`config.mk`:
```
export PLATFORM = sky130hd
export DESIGN_NAME = ifetch_buffer
export DESIGN_NICKNAME = d
export VERILOG_FILES = /design/src/rtl/ifetch_buffer.sv
export SDC_FILE = /design/constraint.sdc
export NUM_CORES = 1
export LEC_CHECK = 0
export CAP_MARGIN = 5
export CORE_UTILIZATION = 57
export CTS_CLUSTER_DIAMETER = 120
export DETAILED_ROUTE_END_ITERATION = 7
export DONT_BUFFER_PORTS = 1
export PLACE_DENSITY = 0.74
export SLEW_MARGIN = 10
export SYNTH_ARGS = -nofsm -noshare
export SYNTH_HDL_FRONTEND = slang
export SYNTH_SLANG_ARGS = --single-unit
```
`constraint.sdc`:
```
create_clock -name Clk -period 2.7 [get_ports Clk]
set_input_delay 0.405 -clock Clk [delete_from_list [all_inputs] [get_ports Clk]]
set_output_delay 0.405 -clock Clk [all_outputs]
set_load 0.02 [all_outputs]
```
`src/rtl/ifetch_buffer.sv`:
```
// Fetch stage: DEPTH-entry prefetch FIFO between IRAM and decode, with startup flush and branch redirect.
// Optional zero-bubble bypass of an empty FIFO is enabled by defining IFETCH_BYPASS_EN.
module ifetch_buffer #(
    parameter int                DATA_W       = 32,
    parameter int                DEPTH        = 4,
    parameter int                FLUSH_CYCLES = 6,
    parameter logic [DATA_W-1:0] NOP          = '0,
    localparam int               AW           = $clog2(DEPTH)
) (
    input  logic              Clk,
    input  logic              Reset,
    input  logic [DATA_W-1:0] Inst,
    input  logic              IValid,
    input  logic              Stall,
    input  logic              Redirect,
    output logic              IRead,
    output logic [DATA_W-1:0] Fetched,
    output logic              Flush,
    output logic [AW:0]       Level
);

    localparam int FW = (FLUSH_CYCLES < 2) ? 1 : $clog2(FLUSH_CYCLES);

    logic [DATA_W-1:0] mem [DEPTH];
    logic [AW-1:0]     rd_ptr;
    logic [AW-1:0]     wr_ptr;
    logic [AW:0]       level_q;
    logic              drop;
    logic              flush_q;
    logic [FW-1:0]     flush_cnt;
    logic [DATA_W-1:0] fetched_q;

    logic push_req;
    logic pop_en;
    logic redirect_en;
    logic empty;
    logic full;
    logic bypass;
    logic wr_en;
    logic rd_en;

    always_comb begin
        redirect_en = Redirect & ~flush_q;
        push_req    = IValid & ~flush_q & ~Redirect & ~drop;
        pop_en      = ~Stall & ~flush_q & ~Redirect;
        empty       = (level_q == '0);
        full        = (level_q == (AW+1)'(DEPTH));
`ifdef IFETCH_BYPASS_EN
        bypass      = pop_en & empty & push_req;
`else
        bypass      = 1'b0;
`endif
        // A push into a full FIFO only happens with an out-of-protocol IRAM; that word is lost.
        wr_en       = push_req & ~bypass & ~full;
        rd_en       = pop_en & ~empty;
    end

    // Flush counts posedges after Reset falls, then stays low until the next Reset.
    // NOTE: sequential state uses non-blocking assignments so every flop samples pre-edge values.
    always_ff @(posedge Clk or posedge Reset) begin
        if (Reset) begin
            flush_q   <= 1'b1;
            flush_cnt <= '0;
        end else if (flush_q) begin
            if (flush_cnt == FW'(FLUSH_CYCLES - 1)) begin
                flush_q <= 1'b0;
            end else begin
                flush_cnt <= flush_cnt + 1'b1;
            end
        end
    end

    always_ff @(posedge Clk or posedge Reset) begin
        if (Reset) begin
            rd_ptr    <= '0;
            wr_ptr    <= '0;
            level_q   <= '0;
            drop      <= 1'b0;
            fetched_q <= NOP;
        end else if (!flush_q) begin
            if (redirect_en) begin
                rd_ptr    <= '0;
                wr_ptr    <= '0;
                level_q   <= '0;
                drop      <= 1'b1;
                fetched_q <= NOP;
            end else begin
                // The stale in-flight response is the only word the drop flag swallows.
                drop    <= 1'b0;
                level_q <= level_q + (AW+1)'(wr_en) - (AW+1)'(rd_en);
                if (wr_en) begin
                    wr_ptr <= wr_ptr + 1'b1;
                end
                if (rd_en) begin
                    rd_ptr <= rd_ptr + 1'b1;
                end
                if (pop_en) begin
                    if (bypass) begin
                        fetched_q <= Inst;
                    end else if (rd_en) begin
                        fetched_q <= mem[rd_ptr];
                    end else begin
                        fetched_q <= NOP;
                    end
                end
            end
        end
    end

    // NOTE: the storage array has no reset; Level and the pointers define which entries are valid.
    always_ff @(posedge Clk) begin
        if (wr_en) begin
            mem[wr_ptr] <= Inst;
        end
    end

    // One slot stays reserved for the word already requested but not yet returned.
    assign IRead   = ~flush_q & ~Redirect & (level_q <= (AW+1)'(DEPTH - 2));
    assign Fetched = fetched_q;
    assign Flush   = flush_q;
    assign Level   = level_q;

endmodule
```
# [Yosys cells after proc, flatten, opt, wreduce, memory -nomap -nowiden]
# Memories as Yosys holds them, arrays and structs flattened.
# Cells that the tools add are included.
[word_totals] reg_bits=44 ram_bits=128 in_bits=37 output_inout_bits=37 word_cells=54 memories=1
[classes] addsub=5 order_cmp=1 n_eq_ne=2 n_mux=13 bitwise_logic=17 n_reduce_logical=8
[memory_table] name="mem" depth=4 width=32 rd=1 rd_ports_with_merged_regs=0 wr=1 line_no="24" text="logic [DATA_W-1:0] mem [DEPTH];"
[op_table] operator="$mux W32" count=3
[op_table] operator="$and A1 B1 Y1" count=10
[op_table] operator="$mux W2" count=4
[op_table] operator="$reduce_and A2 Y1" count=4
[op_table] operator="$not A1 Y1" count=7
[op_table] operator="$eq A3 B3 Y1 const B" count=2
[op_table] operator="$reduce_bool A2 Y1" count=3
[op_table] operator="$mux W1" count=5
[op_table] operator="$add A2 B1 Y2 const B" count=2
[op_table] operator="$add A3 B1 Y3" count=1
[op_table] operator="$add A3 B1 Y3 const B" count=1
[op_table] operator="$le A3 B2 Y1 const B" count=1
[op_table] operator="$logic_not A3 Y1" count=1
[op_table] operator="$mux W3" count=1
[op_table] operator="$sub A3 B1 Y3" count=1

# [Depth between registers and ports, before layout]
# Gate-level depths: netlist (run 1).
[depth] depth_word=8 depth_mapped=11 ltp_nobuf=10

# [Worst setup path before layout (run 1)]
# No wires, ideal clock.
[synth_timing] path_kind="reg2reg" startpoint="register level_q[0] (netlist: Level[0])" endpoint="register level_q[2] (netlist: Level[2])" arrival_ns=2.273 t_required_ns=2.564 setup_slack_ns=0.291 path_stages_with_launch=12 n_path_buf=1 period_less_slack_ns=2.409 path_cell_list="dfrtp_1 -> nor3_2 -> or4_4 -> clkinv_4 -> buf_8 -> ha_1 -> inv_1 -> ha_1 -> fa_1 -> xnor2_1 -> a21oi_1 -> a21oi_1"
[synth_via] elab_chain_len=6
[synth_lines] item="start, declared" line_no="27" text="logic [AW:0] level_q;"
[synth_lines] item="start signal, assigned" line_no="90" text="level_q <= level_q + (AW+1)'(wr_en) - (AW+1)'(rd_en);"
[synth_lines] item="$eq A3 B3 Y1" line_no="47" text="full = (level_q == (AW+1)'(DEPTH));"
[synth_lines] item="$not A1 Y1" line_no="54" text="wr_en = push_req & ~bypass & ~full;"
[synth_lines] item="$and A1 B1 Y1" line_no="54"
[synth_lines] item="$add A3 B1 Y3" line_no="90"
[synth_lines] item="$sub A3 B1 Y3 (*)" line_no="90"
[synth_lines] item="$mux W3 (*)" line_no="81" text="if (redirect_en) begin"
# Mark *: on every way between the ends. The rest lies on a longest branch, timed or not.
# A chain may end at the register's enable or synchronous reset.

# [Final worst setup path (run 1)]
# Ends and elaborated chain as after synthesis.

==> results of run 1 <==
[state kept, by name, indices dropped and copies added, names as in the netlist]
register,cells
Flush,1
Fetched,32
wr_ptr,2
rd_ptr,2
Level,3
mem,128
drop,1
flush_cnt,3
[layer usage]
layer,up-vias,wire (µm)
met3,16,954
met1,1536,4524
met5,-,0
met4,0,227
met2,88,5410
li1,1297,-
[Yosys cell counts (3+ instances only)]
cell type  count  area (µm²)
mux4_2        32       720.7
clkbuf_1       7       26.28
nand2_1        9       33.78
ha_1           9       112.6
nand2b_1       3       18.77
a22o_1        32       280.3
a21oi_1        4       20.02
inv_1         11       41.29
edfxtp_1     128        3844
and2_1         4       25.02
buf_6          6       67.56
dfrtp_1       43        1076
[power by group through the flow]
stage          Combinational, mW  Clock (mW)  Sequential (mW)
2_1_floorplan              0.711           0             3.26
3_3_place_gp               0.792           0             3.31
3_5_place_dp               0.812           0             3.32
4_1_cts                    0.818        2.38             3.26
5_1_grt                    0.875        2.49             3.28
6_report                   0.798        2.35             3.26
[worst max path at each step]
stage,from,to,slack [ns],cells after the start
3_5_place_dp,Level[0]$_DFFE_PP0N_,Level[2]$_DFFE_PP0N_,0.25,10
4_1_cts,Level[0]$_DFFE_PP0N_,Level[2]$_DFFE_PP0N_,0.21,10
6_report,Level[0]$_DFFE_PP0N_,Level[2]$_DFFE_PP0N_,0.21,10
5_1_grt,Level[0]$_DFFE_PP0N_,Level[2]$_DFFE_PP0N_,0.08,10
3_3_place_gp,Level[0]$_DFFE_PP0N_,Level[2]$_DFFE_PP0N_,0.34,10
2_1_floorplan,Level[0]$_DFFE_PP0N_,Level[2]$_DFFE_PP0N_,0.29,11
[layout make-up]
cell class | instances | area share [%]
multi-input combinational | 116 | 19.17
sequential | 172 | 67.53
inverter | 12 | 0.6829
clock buffer | 25 | 6.625
clock inverter | 7 | 1.212
tap | 140 | 2.390
timing repair buffer | 13 | 2.390
[logic make-up after synthesis]
| family | count (synthesis) |
|---|---|
| AOI/OAI and AO/OA | 44 |
| xor gates and xnor gates | 3 |
| adders and majority gates | 10 |
| buffers and inverters | 27 |
| DFF | 172 |
| muxes | 34 |
| and+or+nand+nor | 25 |
[cells in the final DEF, fill, tap and decap left out, types with 2 or more instances in the layout]
| cell | instances |
|---|---|
| edfxtp_1 | 128 |
| dfrtp_1 | 41 |
| mux4_2 | 32 |
| a22o_1 | 32 |
| clkbuf_16 | 17 |
| inv_1 | 10 |
| nand2_1 | 9 |
| ha_1 | 9 |
| buf_12 | 6 |
| buf_4 | 6 |
| clkbuf_1 | 5 |
| a21oi_1 | 4 |
| and2_2 | 4 |
| clkinv_2 | 4 |
| nand2b_1 | 3 |
| clkbuf_8 | 3 |
| clkinv_4 | 2 |
| o21ai_0 | 2 |
| nor4b_1 | 2 |
| mux2i_1 | 2 |
| o211ai_1 | 2 |
| nor2_1 | 2 |
| nor3_1 | 2 |
| xnor2_1 | 2 |
| bufinv_16 | 2 |
| dfrtp_2 | 2 |
[worst max-delay path, cell delays in order, from the launching register on]
cell and delay (ns):
dfrtp_1 0.51, nor3_2 0.39, or4_4 0.22, clkinv_4 0.05
ha_1 0.26, inv_1 0.04, ha_1 0.18, fa_1 0.37
xnor2_1 0.14, a21oi_1 0.15, a21oi_1 0.06
==> summary.txt, run 1 <==
Synth
  – Yosys warning count: 0
  – Mapped Area: 6510 µm²
  – Post-Syn Instances: about 320
  – Syn_nets: between 300 and 400
  – Sequential fraction of the synthesis area: about three quarters
  – Compound-cell area share of the yosys netlist: 5.478%
  – FFs w/ async S/R, synth: roughly a quarter
  – Xor/xnor share of the synthesized area: less than 1%
  – Mux contribution to synthesized area: ~11%
  – Synth cell types: 32
  – Adder-Cell Fraction of Synth Area: under 10%
  – Number of flops mapped to enable cells by yosys: 128
  – Top FF cell, synth: edfxtp_1
  – Flops & latches, synth: ~170
  – Syn_area_per_cell: a little over 20 µm²
  – Simple-gate share of the synthesized area: approximately 2.2%
  – Largest family of logic cells by synthesized area: multiplexers

Pwr
  – Total chip power: roughly 6.4 mW
  – Switching part of the total: between 20% and 30%
  – PwrDens: 874.0 nW/µm²
  – Internal power: approximately 4.9 mW
  – Power share of the clock group: a little under two fifths
  – Sequential Power Share: 50.9%
  – Lkg Pwr: about 2.6 nW
  – P_sw: between 1.5 and 2 mW
  – Peak supply drop: just under 0.0006 V
  – Combinational Power Share: about 13%

Global routing
  – GRT Util Overall: a little over a fifth
  – M1 GR Usage: roughly a quarter
  – Met3 Usage GRT: roughly a tenth
  – First-pass GRT wire length: roughly 17 mm
  – Largest net degree at the start of global routing: 38
  – Total gr overflow: 0
  – Vias in the first global route: ~3200
  – Initial antenna violation count: 0
  – Met2 usage: 32.30%
  – Top Usage Layer GRT: met2

Worst hold path
  – Endpoint, Worst Hold: mem[3][27]$_DFFE_PP_
  – Worst Hold Class: input pin to register
  – Hold path depth: 0
  – Hold Path Origin: Inst[27]

Place
  – HPWL after DPL: around 6.4 mm
  – Placed instance area: around 6700 µm²
  – GPL Wtd Cong: approximately 0.77
  – Number of port buffers: 0
  – Pre-CTS WS: about 0.25 ns
  – # placed instances: around 450

STA
  – Final hold violations: 0
  – Slew Limit Fails: 0
  – Highest clock rate: ~400 MHz
  – Final Cycle Share: 92.16%
  – Setup WS post-layout: between 0.2 and 0.25 ns
  – TNS Setup: 0 ns
  – Slew headroom: approximately 40%
  – Worst Max-Slew Pin Slew: between 0.9 and 1 ns
  – Clock skew: about 0.0086 ns
  – RSZ-0062 raised after global routing: false
  – Hold slack final: between 0.07 and 0.08 ns
  – Final setup violation count: 0
  – Minimum clock period: around 2.5 ns

Route
  – DR vias: 2937
  – Number of routed nets with antenna violations: 0
  – DRC: 0
  – Drt via density: between 6 and 7
  – Initial DRC count: ~130
  – Final WL: approximately 11 mm
  – Routed wire length per instance: 22.92 µm
  – First-pass iteration count of the detailed router: 4

Die
  – Row count: 38
  – # IOs: 74
  – Core Area: 10980 µm²
  – Die Span Y: around 110 µm
  – Floorplan die width: about 110 µm
  – Die area: 11850 µm²
  – Initial Utilization: between 50% and 60%

Critical path
  – Flop-to-flop setup slack: ~0.21 ns
  – Crit start category: register
  – R2r endpoint: Level[2]$_DFFE_PP0N_
  – Critical path arrival: about 2.8 ns
  – R2R Path Start: Level[0]$_DFFE_PP0N_
  – Max FO, Critical Path: 6
  – FF-to-FF path depth: 10
  – WS Path Type: register to register
  – Crit path capture type: register
  – Critical Path RT: 3.00 ns

Clock network
  – Max clock buf depth: 2
  – CTS Hold Bufs: 1
  – CTS resizes: 0
  – Post-CTS Setup Inserts: 0
  – CTS tree: built
  – Total CTS buffers: 17
  – Root Driver: clkbuf_16
  – Worst-path clk slew: about 0.060 ns
  – Clock Sinks: roughly 170
  – Worst skew pair latency: 0.42 ns
  – Htree depth: 4

Final layout
  – Synthesis-to-finish area growth: 12.57%
  – Fill count: around 700
  – Register area: slightly below 5000 µm²
  – Final non-filler cell total: 485
  – Ant diodes: 0
  – Share of cells above drive strength 1: around a quarter
  – Post-route cell area: 7328 µm²
  – Post-Route Utilization: 66.72%
  – Nets: 379
  – Multi-input logic area: ~1400 µm²

Run
  – Max_cap viols: 0

Status
  – Outcome: complete, no violations
(Power assumes the default switching activity.)
==> run 2, diff against run 1 <==
- CORE_UTILIZATION: 57 -> 55
- DONT_BUFFER_PORTS: 1 -> unset
- PLACE_DENSITY: 0.74 -> 0.8
- SLEW_MARGIN: 10 -> unset
- TNS_END_PERCENT: unset -> 50
==> summary.txt, run 2 (same netlist as run 1, synthesis figures left out) <==
Final layout
  – Most common cell after layout, fill and taps aside: edfxtp_1
  – Ant diodes: 0 (unchanged)
  – Synthesis-to-finish area growth: 23.64%
  – Biggest register: mem
  – Max reg flops: 128 (unchanged)
  – Commonest cells after routing, fill and taps aside: edfxtp_1, clkdlybuf4s50_1, dfrtp_1
  – Nets: 457 (+21%)
  – Share of cells above drive strength 1: 21.04% (-2.7 points)

Critical path
  – Crit start category: register
  – Buffers plus inverters on the worst setup path: 2 (unchanged)
  – Critical Path RT: 2.30 ns (-0.70 ns)
  – WS Path Type: register to output pin
  – Crit path capture type: output pin
  – Max FO, Critical Path: 6 (unchanged)
  – Worst-path cell with the longest stage delay: clkdlybuf4s50_1
  – Critical path arrival: 2.10 ns (-0.69 ns)
  – Crit path largest cell delay: 0.65 ns (+0.14 ns)
  – Worst path top cell family by delay: buffers and inverters
  – Crit path cell chain: inv_1 > ha_1 > a21oi_1 > nor3_1 > clkdlybuf4s50_1

Die
  – # IOs: 74 (unchanged)
  – Floorplan die width: 110.8 µm (+1.8%)
  – Die Span Y: 110.8 µm (+1.8%)
  – Core Area: 11470 µm² (+4.4%)
  – Initial Utilization: 56.77% (-2.5 points)
  – Row count: 39 (+2.6%)
  – Die area: 12280 µm² (+3.6%)

Global routing
  – First-pass GRT wire length: 19.34 mm (+11%)
  – Initial antenna violation count: 0 (unchanged)
  – Vias in the first global route: 3572 (+11%)
  – GRT Util Overall: 21.65% (+0.34 points)
  – Largest net degree at the start of global routing: 35 (-7.9%)
  – Total gr overflow: 0 (unchanged)

Route
  – Final WL: 12.20 mm (+9.7%)
  – WL met1: 4.987 mm (+10%)
  – Routed wire length per instance: 21.55 µm (-6.0%)
  – Drt via density: 5.869 (-3.1%)
  – Met2 wire length: 6.478 mm (+20%)
  – DRC: 0 (unchanged)
  – DR vias: 3322 (+13%)
  – Highest routed metal layer: met4
  – Met3 wire length: 570 µm (-40%)
  – First-pass iteration count of the detailed router: 4 (unchanged)
  – Number of routed nets with antenna violations: 0 (unchanged)
  – Initial DRC count: 152 (+13%)

STA
  – Hold slack final: 0.3202 ns (+0.2466 ns)
  – Final hold violations: 0 (unchanged)
  – Slew Limit Fails: 0 (unchanged)
  – Final setup violation count: 0 (unchanged)
  – Final Cycle Share: 92.67% (+0.51 points)
  – Clock skew: 0.01228 ns (+0.003654 ns)
  – RSZ-0062 raised after global routing: false
  – Slew headroom: 37.27% (-2.3 points)
  – Worst Max-Slew Pin Slew: 0.9409 ns (+0.03383 ns)
  – Highest clock rate: 399.7 MHz (-0.55%)
  – TNS Setup: 0 ns (unchanged)
  – Minimum clock period: 2.502 ns (+0.01387 ns)
  – Setup WS post-layout: 0.1978 ns (-0.01387 ns)

Clock network
  – Max clock buf depth: 2 (unchanged)
  – Worst skew pair latency: 0.43 ns (about the same)
  – Htree depth: 4 (unchanged)
  – Post-CTS Setup Inserts: 0 (unchanged)
  – Clock Sinks: 172 (unchanged)
  – CTS Hold Bufs: 0 (-1)
  – Worst-path clk slew: 0.07 ns (about the same)
  – CTS resizes: 0 (unchanged)
  – CTS tree: built
  – Root Driver: clkbuf_16
  – Total CTS buffers: 17 (unchanged)

Place
  – Pre-CTS WS: -0.1059 ns (-0.3601 ns)
  – HPWL after DPL: 7.127 mm (+12%)
  – Number of port buffers: 73 (+73)
  – GPL Wtd Cong: 0.7938 (+3.2%)

Pwr
  – PwrDens: 818.5 nW/µm² (-6.4%)
  – Peak supply drop: 0.0008768 V (+49%)
  – Lkg Pwr: 2.869 nW (+10%)

Status
  – Outcome: complete, no violations

Worst hold path
  – Worst Hold Class: input pin to async pin

Run
  – Max_cap viols: 0 (unchanged)
[run 2: cell count changes in the layout (fill, tap and decap cells not counted), sizes merged]
| cell | change |
|---|---|
| buf | +6 |
| bufinv | -1 |
| clkbuf | -6 |
| clkdlybuf4s50 | +73 |
| clkinv | +1 |
| clkinvlp | +3 |
| dlygate4sd3 | -1 |
| inv | +3 |
[run 2: worst reg2reg max path: cells and delay by family (launching register included)]
family	cells	cell delay, ns
buffers and inverters	2	0.09
and+or+nand+nor	2	0.56
AOI/OAI and AO/OA	2	0.19
xor gates and xnor gates	1	0.13
DFF	1	0.48
adders and majority gates	3	0.82
[run 2: report_power, final]
group          total [mW]  internal, mW  switching (mW)  leakage (nW)
Sequential           3.14          3.01           0.129          1.75
Clock                2.26          1.27           0.988         0.259
Combinational        1.19         0.633           0.558         0.857
[run 2: path summary, 6_finish.rpt]
kind / startpoint / to / slack, ns / depth (start not counted)
max in group asynchronous: Reset / Flush$_DFF_PP1_ / 1.79 / 3
max: Level[1]$_DFFE_PP0N_ / IRead / 0.20 / 5
max reg2reg: Level[0]$_DFFE_PP0N_ / Level[2]$_DFFE_PP0N_ / 0.30 / 10
min: Reset / Fetched[5]$_DFFE_PP0P_ / 0.32 / 2
min reg2reg: flush_cnt[2]$_DFFE_PP0P_ / flush_cnt[2]$_DFFE_PP0P_ / 0.48 / 1
min in group Clk: flush_cnt[2]$_DFFE_PP0P_ / flush_cnt[2]$_DFFE_PP0P_ / 0.48 / 1
[run 2: per-layer routing]
| layer | up-vias | global-route usage, % |
|---|---|---|
| met2 | 100 | 36.19 |
| li1 | 1457 | - |
| met5 | - | 0 |
| met1 | 1747 | 26.86 |
| met4 | 0 | 7.911 |
| met3 | 18 | 6.561 |
[run 2: area by class of cell]
cell class,instances,area (µm²)
flip-flops and latches,172,4949
fillers,694,3418
multi-input cells,116,1405
repair buffers,91,915.9
clock buffers,19,432.9
well taps,143,178.9
clock inverters,13,117.6
inverters,12,50.05
[run 2: stage by stage]
| stage | util, % | cells | instance area (µm²) | power (mW) |
|---|---|---|---|---|
| global placement | 65.39 | 534 | 7498 | 4.366 |
| floorplan | - | 315 | 6510 | 3.970 |
| global route | 70.19 | 566 | 8049 | 6.840 |
| CTS | 70.19 | 566 | 8049 | 6.642 |
| finish | 70.19 | 566 | 8049 | 6.588 |
| detailed placement | 65.39 | 534 | 7498 | 4.395 |
==> run 3, diff against run 2 <==
- GPL_ROUTABILITY_DRIVEN: unset -> 0
- SKIP_CTS_REPAIR_TIMING: unset -> 1
==> results of run 3 <==
The final DEF is identical to that of run 2; final timing and power are the same.
